$ cat config.mk
export PLATFORM = sky130hd
export DESIGN_NAME = imem_arbiter
export DESIGN_NICKNAME = d
export VERILOG_FILES = /design/src/rtl/imem_pkg.sv /design/src/rtl/imem_resp_pipe.sv /design/src/rtl/imem_arbiter.sv
export SDC_FILE = /design/constraint.sdc
export NUM_CORES = 1
export LEC_CHECK = 0
export BUFFER_PORTS_ARGS = -buffer_cell sky130_fd_sc_hd__buf_2
export CAP_MARGIN = 20
export CORE_AREA = 4 4 101 103
export CTS_CLUSTER_SIZE = 24
export DETAILED_ROUTE_END_ITERATION = 8
export DIE_AREA = 0 0 105 107
export PLACE_DENSITY = 0.49
export SYNTH_ARGS = -nofsm -noshare
export SYNTH_HDL_FRONTEND = slang
export SYNTH_SLANG_ARGS = --single-unit
$ cat constraint.sdc
create_clock -name clk -period 2.05 [get_ports clk]
set_clock_uncertainty 0.2 [all_clocks]
set_input_delay 0.205 -clock clk [delete_from_list [all_inputs] [get_ports clk]]
set_output_delay 0.205 -clock clk [all_outputs]
set_load 0.01 [all_outputs]
$ cat src/rtl/imem_pkg.sv
// Shared types and constants for the instruction-memory arbiter and its response pipeline.
package imem_pkg;

  localparam int unsigned IMEM_ADDR_W = 32;
  localparam int unsigned IMEM_DATA_W = 32;

  typedef enum logic {
    OwnerFetch,
    OwnerLoad
  } req_owner_t;

  typedef struct packed {
    logic       valid;
    req_owner_t owner;
    logic       killed;
  } mem_tag_t;

  typedef enum logic {
    PriLoad,
    PriFetch
  } arb_state_t;

  localparam mem_tag_t TagIdle = '{valid: 1'b0, owner: OwnerFetch, killed: 1'b0};

endpackage

$ cat src/rtl/imem_resp_pipe.sv
// MEM_LAT-deep tag shift register that follows each BRAM read to its requester.
module imem_resp_pipe
  import imem_pkg::*;
#(
  parameter int unsigned MEM_LAT = 1
) (
  input  logic       clk,
  input  logic       rst,
  input  logic       push_valid_i,
  input  req_owner_t push_owner_i,
  input  logic       kill_i,
  output mem_tag_t   out_tag_o
);

  mem_tag_t tag_q [MEM_LAT];
  mem_tag_t tag_d [MEM_LAT];

  // A tag entering this cycle belongs to the new PC, so only older stages see the kill.
  always_comb begin
    tag_d[0] = '{valid: push_valid_i, owner: push_owner_i, killed: 1'b0};
    for (int i = 1; i < int'(MEM_LAT); i++) begin
      tag_d[i] = tag_q[i-1];
      if (kill_i && (tag_q[i-1].owner == OwnerFetch)) begin
        tag_d[i].killed = 1'b1;
      end
    end
  end

  always_ff @(posedge clk) begin
    for (int i = 0; i < int'(MEM_LAT); i++) begin
      if (rst) begin
        tag_q[i] <= TagIdle;
      end else begin
        tag_q[i] <= tag_d[i];
      end
    end
  end

  assign out_tag_o = tag_q[MEM_LAT-1];

endmodule

$ cat src/rtl/imem_arbiter.sv
// Single-port instruction BRAM arbiter between the IF-stage fetch port and the program loader.
module imem_arbiter
  import imem_pkg::*;
#(
  parameter int unsigned ADDR_W   = IMEM_ADDR_W,
  parameter int unsigned DATA_W   = IMEM_DATA_W,
  parameter int unsigned MEM_LAT  = 1,
  parameter int unsigned LOAD_MAX = 4
) (
  input  logic              clk,
  input  logic              rst,
  input  logic              f_req,
  input  logic [ADDR_W-1:0] f_addr,
  input  logic              f_flush,
  output logic              f_gnt,
  output logic              f_stall,
  output logic              f_rvalid,
  output logic [DATA_W-1:0] f_rdata,
  input  logic              l_req,
  input  logic              l_we,
  input  logic [ADDR_W-1:0] l_addr,
  input  logic [DATA_W-1:0] l_wdata,
  output logic              l_gnt,
  output logic              l_rvalid,
  output logic [DATA_W-1:0] l_rdata,
  output logic              m_en,
  output logic              m_we,
  output logic [ADDR_W-1:0] m_addr,
  output logic [DATA_W-1:0] m_wdata,
  input  logic [DATA_W-1:0] m_rdata
);

  localparam int unsigned        StreakW   = $clog2(LOAD_MAX + 1);
  localparam logic [StreakW-1:0] StreakMax = StreakW'(LOAD_MAX);

  arb_state_t         state_q, state_d;
  logic [StreakW-1:0] streak_q, streak_d;
  logic               pick_fetch, pick_load;
  mem_tag_t           out_tag;

  always_comb begin
    pick_fetch = 1'b0;
    pick_load  = 1'b0;
    case (state_q)
      PriFetch: begin
        pick_fetch = f_req;
        pick_load  = l_req & ~f_req;
      end
      default: begin
        pick_load  = l_req;
        pick_fetch = f_req & ~l_req;
      end
    endcase
    f_gnt = pick_fetch & ~rst;
    l_gnt = pick_load & ~rst;
  end

  // Fetch gets one guaranteed slot after LOAD_MAX loader wins in a row while it waited.
  always_comb begin
    state_d  = PriLoad;
    streak_d = streak_q;
    if (!f_req || f_gnt) begin
      streak_d = '0;
    end else if (l_gnt) begin
      streak_d = streak_q + 1'b1;
    end
    if (streak_d == StreakMax) begin
      state_d  = PriFetch;
      streak_d = '0;
    end
  end

  always_ff @(posedge clk) begin
    if (rst) begin
      state_q  <= PriLoad;
      streak_q <= '0;
    end else begin
      state_q  <= state_d;
      streak_q <= streak_d;
    end
  end

  always_comb begin
    m_en    = f_gnt | l_gnt;
    m_we    = l_gnt & l_we;
    m_addr  = '0;
    m_wdata = '0;
    if (l_gnt) begin
      m_addr  = l_addr;
      m_wdata = l_wdata;
    end else if (f_gnt) begin
      m_addr = f_addr;
    end
  end

  assign f_stall = f_req & ~f_gnt;

  imem_resp_pipe #(
    .MEM_LAT(MEM_LAT)
  ) u_resp_pipe (
    .clk         (clk),
    .rst         (rst),
    .push_valid_i(m_en & ~m_we),
    .push_owner_i(f_gnt ? OwnerFetch : OwnerLoad),
    .kill_i      (f_flush),
    .out_tag_o   (out_tag)
  );

  // A fetch word landing in the redirect cycle is just as stale as the ones still in flight.
  assign f_rvalid = ~rst & out_tag.valid & (out_tag.owner == OwnerFetch) & ~out_tag.killed
                    & ~f_flush;
  assign l_rvalid = ~rst & out_tag.valid & (out_tag.owner == OwnerLoad);
  assign f_rdata  = m_rdata;
  assign l_rdata  = m_rdata;

endmodule

## Word level (Yosys, flattened, before mapping)

Memory sizes are Yosys's and may differ from the RTL's.
Index checks and enable logic that the tools add are counted.

| operators by class | value |
|---|---|
| bitwise gates (word level) | 21 |
| equal/unequal tests | 1 |
| add/subtract/negate cells | 1 |
| reduce and logical (&&, ||, !) cells | 4 |
| muxes and demuxes | 14 |

Operator list:

| cell | number |
|---|---|
| 32-bit 2-to-1 mux | 3 |
| 1-bit AND | 12 |
| 1-bit 2-to-1 mux | 8 |
| 1-bit inverter | 7 |
| 3-bit 2-to-1 mux | 2 |
| 2-bit OR reduction | 2 |
| 3-bit by 1-bit adder with 3-bit output (second input constant) | 1 |
| 3-bit == test (second input constant) | 1 |
| 2-bit 2-to-1 mux | 1 |
| 1-bit logical NOT | 1 |
| 1-bit logical OR | 1 |
| 1-bit inverter (first input constant) | 1 |
| 1-bit bitwise OR | 1 |

| storage, ports and cells | value |
|---|---|
| flip-flop bits (word level) | 4 |
| memory bits (writable) | 2 |
| output and inout bits | 135 |
| memories kept | 1 |
| word-level logic and storage cells | 44 |

Memories:

| name | depth | width | read ports | clocked after Yosys merged registers in | wr ports | line | text |
|---|---|---|---|---|---|---|---|
| u_resp_pipe.tag_q | 1 | 2 | 1 | 0 | 1 | imem_resp_pipe.sv:15 | `mem_tag_t tag_q [MEM_LAT];` |

## Logic depth before layout (Yosys ltp)

Gate-level depths: netlist of run 1.

| depth | value |
|---|---|
| word-level depth | 8 |
| mapped depth | 6 |
| depth with buffers taken out | 4 |

## Modules after synthesis

Synthesis of run 1 repeated with hierarchy kept, for this count alone.

| unflattened totals | value |
|---|---|
| cell total of the unflattened synthesis | 180 |
| area, all modules | 1415.1 um2 |

Modules (own cells, without submodules):

| module | cells an instance | times used | area an instance (um2) | sequential area each (um2) |
|---|---|---|---|---|
| imem_arbiter | 174 | 1 | 1351.3 | 80.1 |
| imem_resp_pipe | 6 | 1 | 63.8 | 40.0 |

## Worst setup path before layout of run 1

OpenSTA, ideal clock, no wires.

| timing path | value |
|---|---|
| kind | flip-flop to output port |
| from | reg state_q |
| to | out m_addr[23] |
| stages on the path, launching flop included | 5 |
| data required time | 1.645 ns |
| slack | 0.464 ns |
| arrival | 1.181 ns |
| path through | dfxtp_1 > and2b_4 > nor3_4 > buf_6 > a22o_1 |

| on the way | value |
|---|---|
| word-level cells in the longest chain between the ends | 4 |

RTL lines:

| element | line | text |
|---|---|---|
| start, declared | imem_arbiter.sv:36 | `arb_state_t state_q, state_d;` |
| start signal, assigned | imem_arbiter.sv:75 | `state_q <= PriLoad;` |
| start signal, assigned | imem_arbiter.sv:78 | `state_q <= state_d;` |
| 1-bit 2-to-1 mux | imem_arbiter.sv:44 | `case (state_q)` |
| 1-bit AND | imem_arbiter.sv:54 | `f_gnt = pick_fetch & ~rst;` |
| named net f_gnt | imem_arbiter.sv:15 | `output logic f_gnt,` |
| 32-bit 2-to-1 mux | imem_arbiter.sv:91 | `end else if (f_gnt) begin` |
| 32-bit 2-to-1 mux | imem_arbiter.sv:88 | `if (l_gnt) begin` |
| end, declared | imem_arbiter.sv:28 | `output logic [ADDR_W-1:0] m_addr,` |

The timed path passes the listed nets, and every way through them passes these cells.

## Final worst setup path of run 1

| timing path | value |
|---|---|
| from | reg state_q |
| to | out m_en |

| on the way | value |
|---|---|
| word-level cells in the longest chain between the ends | 3 |

RTL lines:

| element | line | text |
|---|---|---|
| 1-bit 2-to-1 mux | imem_arbiter.sv:44 |  |
| 1-bit AND (on tied branches) | imem_arbiter.sv:54, imem_arbiter.sv:55 |  |
| 1-bit bitwise OR (*) | imem_arbiter.sv:84 | `m_en = f_gnt \| l_gnt;` |
| end, declared | imem_arbiter.sv:26 | `output logic m_en,` |

Every way passes the cells marked *; elsewhere a longest branch is shown, timed or not.

==> flow_summary.yaml, run 1 <==
drt:
  drc_errors: 0
  drt_iter0_drc: 41
  viasPerCell: 4.05
  antenna_left: 0
  vias: 1574
  drt_wl_total_um: 5710
  drt_pre_antenna_iters: 4
  avgRoutedWirePerCell_um: 14.7
clock_network:
  cts_buffers: 3
  cts_tree: "done"
  hold_buffers: 0
  cts.clk_slew.worst_paths_ns: 0.03
  cts_num_sinks: 6
  cts_root_buf: "clkbuf_8"
  clk_latency_ns: 0.21
  cts.path.max_buffers: 2
  h-tree-depth: 1
global_route:
  grt_usage_pct: 8.26
  use_met2_pct: 13.7
  grt_pass1_vias: 1614
  gr-usage-met3_pct: 2.77
  busiest_layer: "met2"
  antenna_found_initial: 0
  use_met1_pct: 9.91
  overflow: 0
  grt_pass1_wl_um: 7710
  grt_max_degree: 38
die:
  die_w_um: 105
  die_h_um: 107
  start_util_pct: 15.3
  core_um2: 9200
  rows: 35
  dieArea_um2: 11200
  io_pins: 269
timing:
  slew_headroom_pct: 75.5
  setup_tns_ns: 0
  worstMarginPinSlew_ns: 0.363
  period_share_pct: 97.2
  fmax_mhz: 502
  rsz0062_at_grt: "no"
  slew_viol_final: 0
  min_period_ns: 1.99
  setup_viol_count_final: 0
  final_hold_viol_count: 0
synthesis:
  synthCells: 172
  synth_top_area_share_pct: 34.3
  synth_area_leaders: "buf_4 (34%), a22o_1 (16%), and2_1 (15%)"
  synth_area_per_cell_um2: 8.15
  synth_top_area_cell: "buf_4"
  yosysWarningCount: 0
  yosys.cell_types.count: 26
  synthesis.area_um2: 1400
  synth-seq-cells: 6
  synthesis.nets: 307
  ys_seq_area_share_pct: 8.56
power_and_ir_drop:
  powerDensity_nw_per_um2: 316
  peakVddDrop_uv: 151
  p_leak_nw: 1.18
worst_hold_path:
  holdCritPathClass: "input pin to flop"
  hold_path_depth: 2
  hp-start: "rst"
  min_to: "u_resp_pipe.tag_q[0][0]"
placement:
  place_area_um2: 1850
  portBuffers: 172
  hpwl_um: 4450
  gp_congestion: 0.675
critical_path:
  startpoint: "state_q"
  worstPathMaxFanout: 17
  r2r-end: "streak_q[2]"
  r2r-start: "streak_q[0]"
  path_class: "flop to primary output"
  reg2reg_slack_ns: 0.57
  start_kind: "flop"
  cp.required_ns: 1.64
  crit_arrival_ns: 1.59
  reg2reg_depth: 4
  critPathCaptureType: "primary output"
final_layout:
  antenna_cells: 0
  drive_gt1_share_pct: 70.5
  nets: 415
  fin_area_um2: 1970
  area_growth_pct: 40.1
job:
  drv_cap: 0
run_status:
  outcome: "finished clean"
[worst max-delay path by stage]
stage	slack [ns]	cells after the start	endpoint
floorplan	0.46	4	m_addr[23]
global placement	0.33	5	m_addr[21]
detailed placement	0.30	6	m_addr[12]
CTS	0.09	5	m_addr[21]
global route	0.02	6	m_en
finish	0.06	6	m_en
[synthesized netlist by cell type, drive strengths merged]
library cell / count
a31oi: 1
nand2: 2
dfxtp: 6
or2: 1
nor2b: 2
buf: 73
a21o: 1
nand2b: 3
and2: 34
clkbuf: 2
and4bb: 2
and3b: 1
a21oi: 3
nor2: 3
xor2: 1
nor3: 1
ha: 1
and2b: 1
nor4b: 1
a22o: 32
inv: 1
[cell type report]
cell class              instances  area [µm²]
fillers                      1021        7230
repair buffers                178         966
multi-input cells              90         694
well taps                     111         139
flip-flops and latches          6         121
clock buffers                   3        41.3
inverters                       1        3.75
[flip-flops by register name, summed over array words and instances (netlist names)]
register and cells:
streak_q 3, u_resp_pipe.tag_q 2, state_q 1
[metrics by stage]
step	total power, W	std cells	hold slack, ns	util, %	worst slack [ns]
2_1_floorplan	0.000403	172	0.0946	-	0.464
3_3_place_gp	0.000443	383	0.210	20.1	0.327
3_5_place_dp	0.000444	383	0.210	20.1	0.298
4_1_cts	0.000617	386	0.0806	20.6	0.0856
5_1_grt	0.000663	389	0.103	21.4	0.0233
6_report	0.000621	389	0.0799	21.4	0.0584
[cells by family after synthesis]
family	synth area share, %
AOI/OAI and AO/OA	23.4
xor gates and xnor gates	0.625
adders and majority gates	0.892
buffers and inverters	41.9
DFF	8.56
and+or+nand+nor	24.6
[critical path, cell delays in order, from the launching register on]
cell       delay, ns
dfxtp_2         0.33
and2b_4         0.27
nor3_4          0.05
buf_12          0.14
clkbuf_16       0.18
or2_2           0.27
buf_2           0.14
[timing repair]
item | 4_1_cts | 5_1_grt
setup buffers | 0 | 1
resized for setup | 0 | 1
endpoints found under the setup margin | 0 | 1
[cells in the final DEF, fill, tap and decap left out, types with 2 or more instances in the layout]
cell type and n:
buf_2 172, and2_1 34, a22o_1 26, a22o_2 6, dfxtp_1 5, nor2_1 3, clkbuf_8 3, nand2_1 2
nand2b_1 2, and4bb_2 2, nor2b_1 2, a21oi_1 2, clkbuf_16 2, buf_12 2, buf_4 2
[per-layer routing]
layer	wire length, µm	vias up
met1	2330	693
met3	655	21
met4	117	0
met2	2600	124
met5	0	-
li1	-	736
[report_power, final]
group	leakage, nW	total [W]	switching (W)	internal [W]
clock network	0.0216	0.000168	0.0000425	0.000125
logic	1.11	0.000330	0.000151	0.000180
registers	0.0496	0.000123	0.00000183	0.000121
Power figures use the tool's default switching activity.
==> run 2, diff against run 1 <==
Settings changed: GPL_TIMING_DRIVEN from default to 0.
==> flow_summary.yaml, run 2 (synthesis gave the netlist of run 1 again) <==
power_and_ir_drop:
  peakVddDrop_uv: 167
  pwr-share-seq_pct: 15.0
  pwr-share-comb_pct: 63.4
  powerDensity_nw_per_um2: 294
  p_int_w: 0.000548
  fin_total_pwr_w: 0.000818
  p_sw_share_pct: 33.0
  power.switching_w: 0.000270
  p_clk_share_pct: 21.6
  p_leak_nw: 1.77
global_route:
  overflow: 0
  grt_pass1_wl_um: 10000
  antenna_found_initial: 0
  grt_usage_pct: 10.8
  grt_pass1_vias: 2098
  grt_max_degree: 11
timing:
  fmax_mhz: 515
  min_period_ns: 1.94
  slew_viol_final: 0
  slew_headroom_pct: 82.7
  final_hold_viol_count: 0
  setup_viol_count_final: 0
  rsz0062_at_grt: "no"
  setup_tns_ns: 0
  worstMarginPinSlew_ns: 0.256
  period_share_pct: 94.7
critical_path:
  reg2reg_depth: 4
  crit_arrival_ns: 1.54
  cp.required_ns: 1.64
  r2r-end: "streak_q[2]"
  path_class: "flop to primary output"
  r2r-start: "streak_q[0]"
  start_kind: "flop"
  worstPathMaxFanout: 10
  startpoint: "state_q"
  critPathCaptureType: "primary output"
  reg2reg_slack_ns: 0.56
final_layout:
  largest_reg_flops: 3
  final_common_cell: "buf_2"
  ff_latch_area_um2: 121
  largestRegisters: "streak_q (3), u_resp_pipe.tag_q (2), state_q (1)"
  drive_gt1_share_pct: 79.9
  largest-register: "streak_q"
  layout_common_cells: "buf_2 (239), buf_4 (66), and2_1 (34)"
  multi_input_area_um2: 694
  fill_cells: 1026
  antenna_cells: 0
  fin_area_um2: 2790
  area_growth_pct: 98.6
  nets: 550
  utilization_pct: 30.3
clock_network:
  h-tree-depth: 1
  cts_root_buf: "clkbuf_8"
  cts_buffers: 3
  cts_tree: "done"
  cts_num_sinks: 6
  cts.path.max_buffers: 2
  clk_latency_ns: 0.22
  cts.clk_slew.worst_paths_ns: 0.04
placement:
  place_area_um2: 2720
  hpwl_um: 6100
  portBuffers: 235
  gp_congestion: 0.711
worst_hold_path:
  holdCritPathClass: "input pin to flop"
  hp-start: "f_req"
  hold_path_depth: 2
  min_to: "u_resp_pipe.tag_q[0][0]"
drt:
  viasPerCell: 3.92
  drt_iter0_drc: 86
  drt_wl_total_um: 6850
  drt_pre_antenna_iters: 3
  drc_errors: 0
  avgRoutedWirePerCell_um: 13.1
  vias: 2052
  antenna_left: 0
die:
  die_h_um: 107
  die_w_um: 105
  dieArea_um2: 11200
  rows: 35
  core_um2: 9200
  io_pins: 269
  start_util_pct: 15.3
job:
  drv_cap: 0
run_status:
  outcome: "finished clean"
[run 2: power groups by stage]
stage	clock network (W)	logic [W]	registers, W
5_1_grt	0.000191	0.000567	0.000124
3_5_place_dp	0	0.000522	0.000125
6_report	0.000177	0.000518	0.000123
4_1_cts	0.000182	0.000528	0.000123
3_3_place_gp	0	0.000520	0.000125
2_1_floorplan	0	0.000279	0.000124
[run 2: routing by layer]
metal / global-route usage (%) / vias up / wire length, µm
met5: 0 / - / 0
met2: 19.9 / 152 / 3460
met3: 3.79 / 6 / 857
li1: - / 1001 / -
met1: 12.0 / 893 / 2470
met4: 1.78 / 0 / 56
[run 2: layout make-up]
class,instances,area share [%]
plain buffers,75,21.0
inverters,1,0.135
clock buffers,3,1.48
multi-input cells,90,24.9
flip-flops and latches,6,4.36
repair buffers,238,43.1
well taps,111,4.99
[run 2: worst max path at each step]
stage                     slack, ns         end  depth (start not counted)
final                          0.11  m_addr[28]                          6
after global routing          0.003  m_addr[15]                          6
after CTS                      0.03  m_addr[15]                          6
after detailed placement       0.19  m_addr[28]                          5
after global placement         0.20  m_addr[15]                          5
after floorplan                0.46  m_addr[23]                          4
[run 2: repair_timing]
action,4_1_cts,5_1_grt
cloned,0,0
gates resized for setup,0,1
hold endpoints to repair,2,0
pin swaps,1,0
setup endpoints to repair,27,27
hold buffers,1,0
buffers inserted,2,0
[run 2: critical path, stage by stage, from the launching register on]
cell	delay [ns]
dfxtp_2	0.35
and2b_4	0.21
nor3_4	0.16
buf_4	0.17
buf_6	0.16
a22o_2	0.14
buf_2	0.14
[run 2: metrics by stage]
step | std cells | setup slack (ns) | hold slack (ns)
global route | 524 | 0.00288 | 0.0936
floorplan | 172 | 0.464 | 0.0946
finish | 524 | 0.108 | 0.0821
detailed placement | 518 | 0.185 | 0.218
global placement | 518 | 0.203 | 0.218
CTS | 524 | 0.0329 | 0.0758
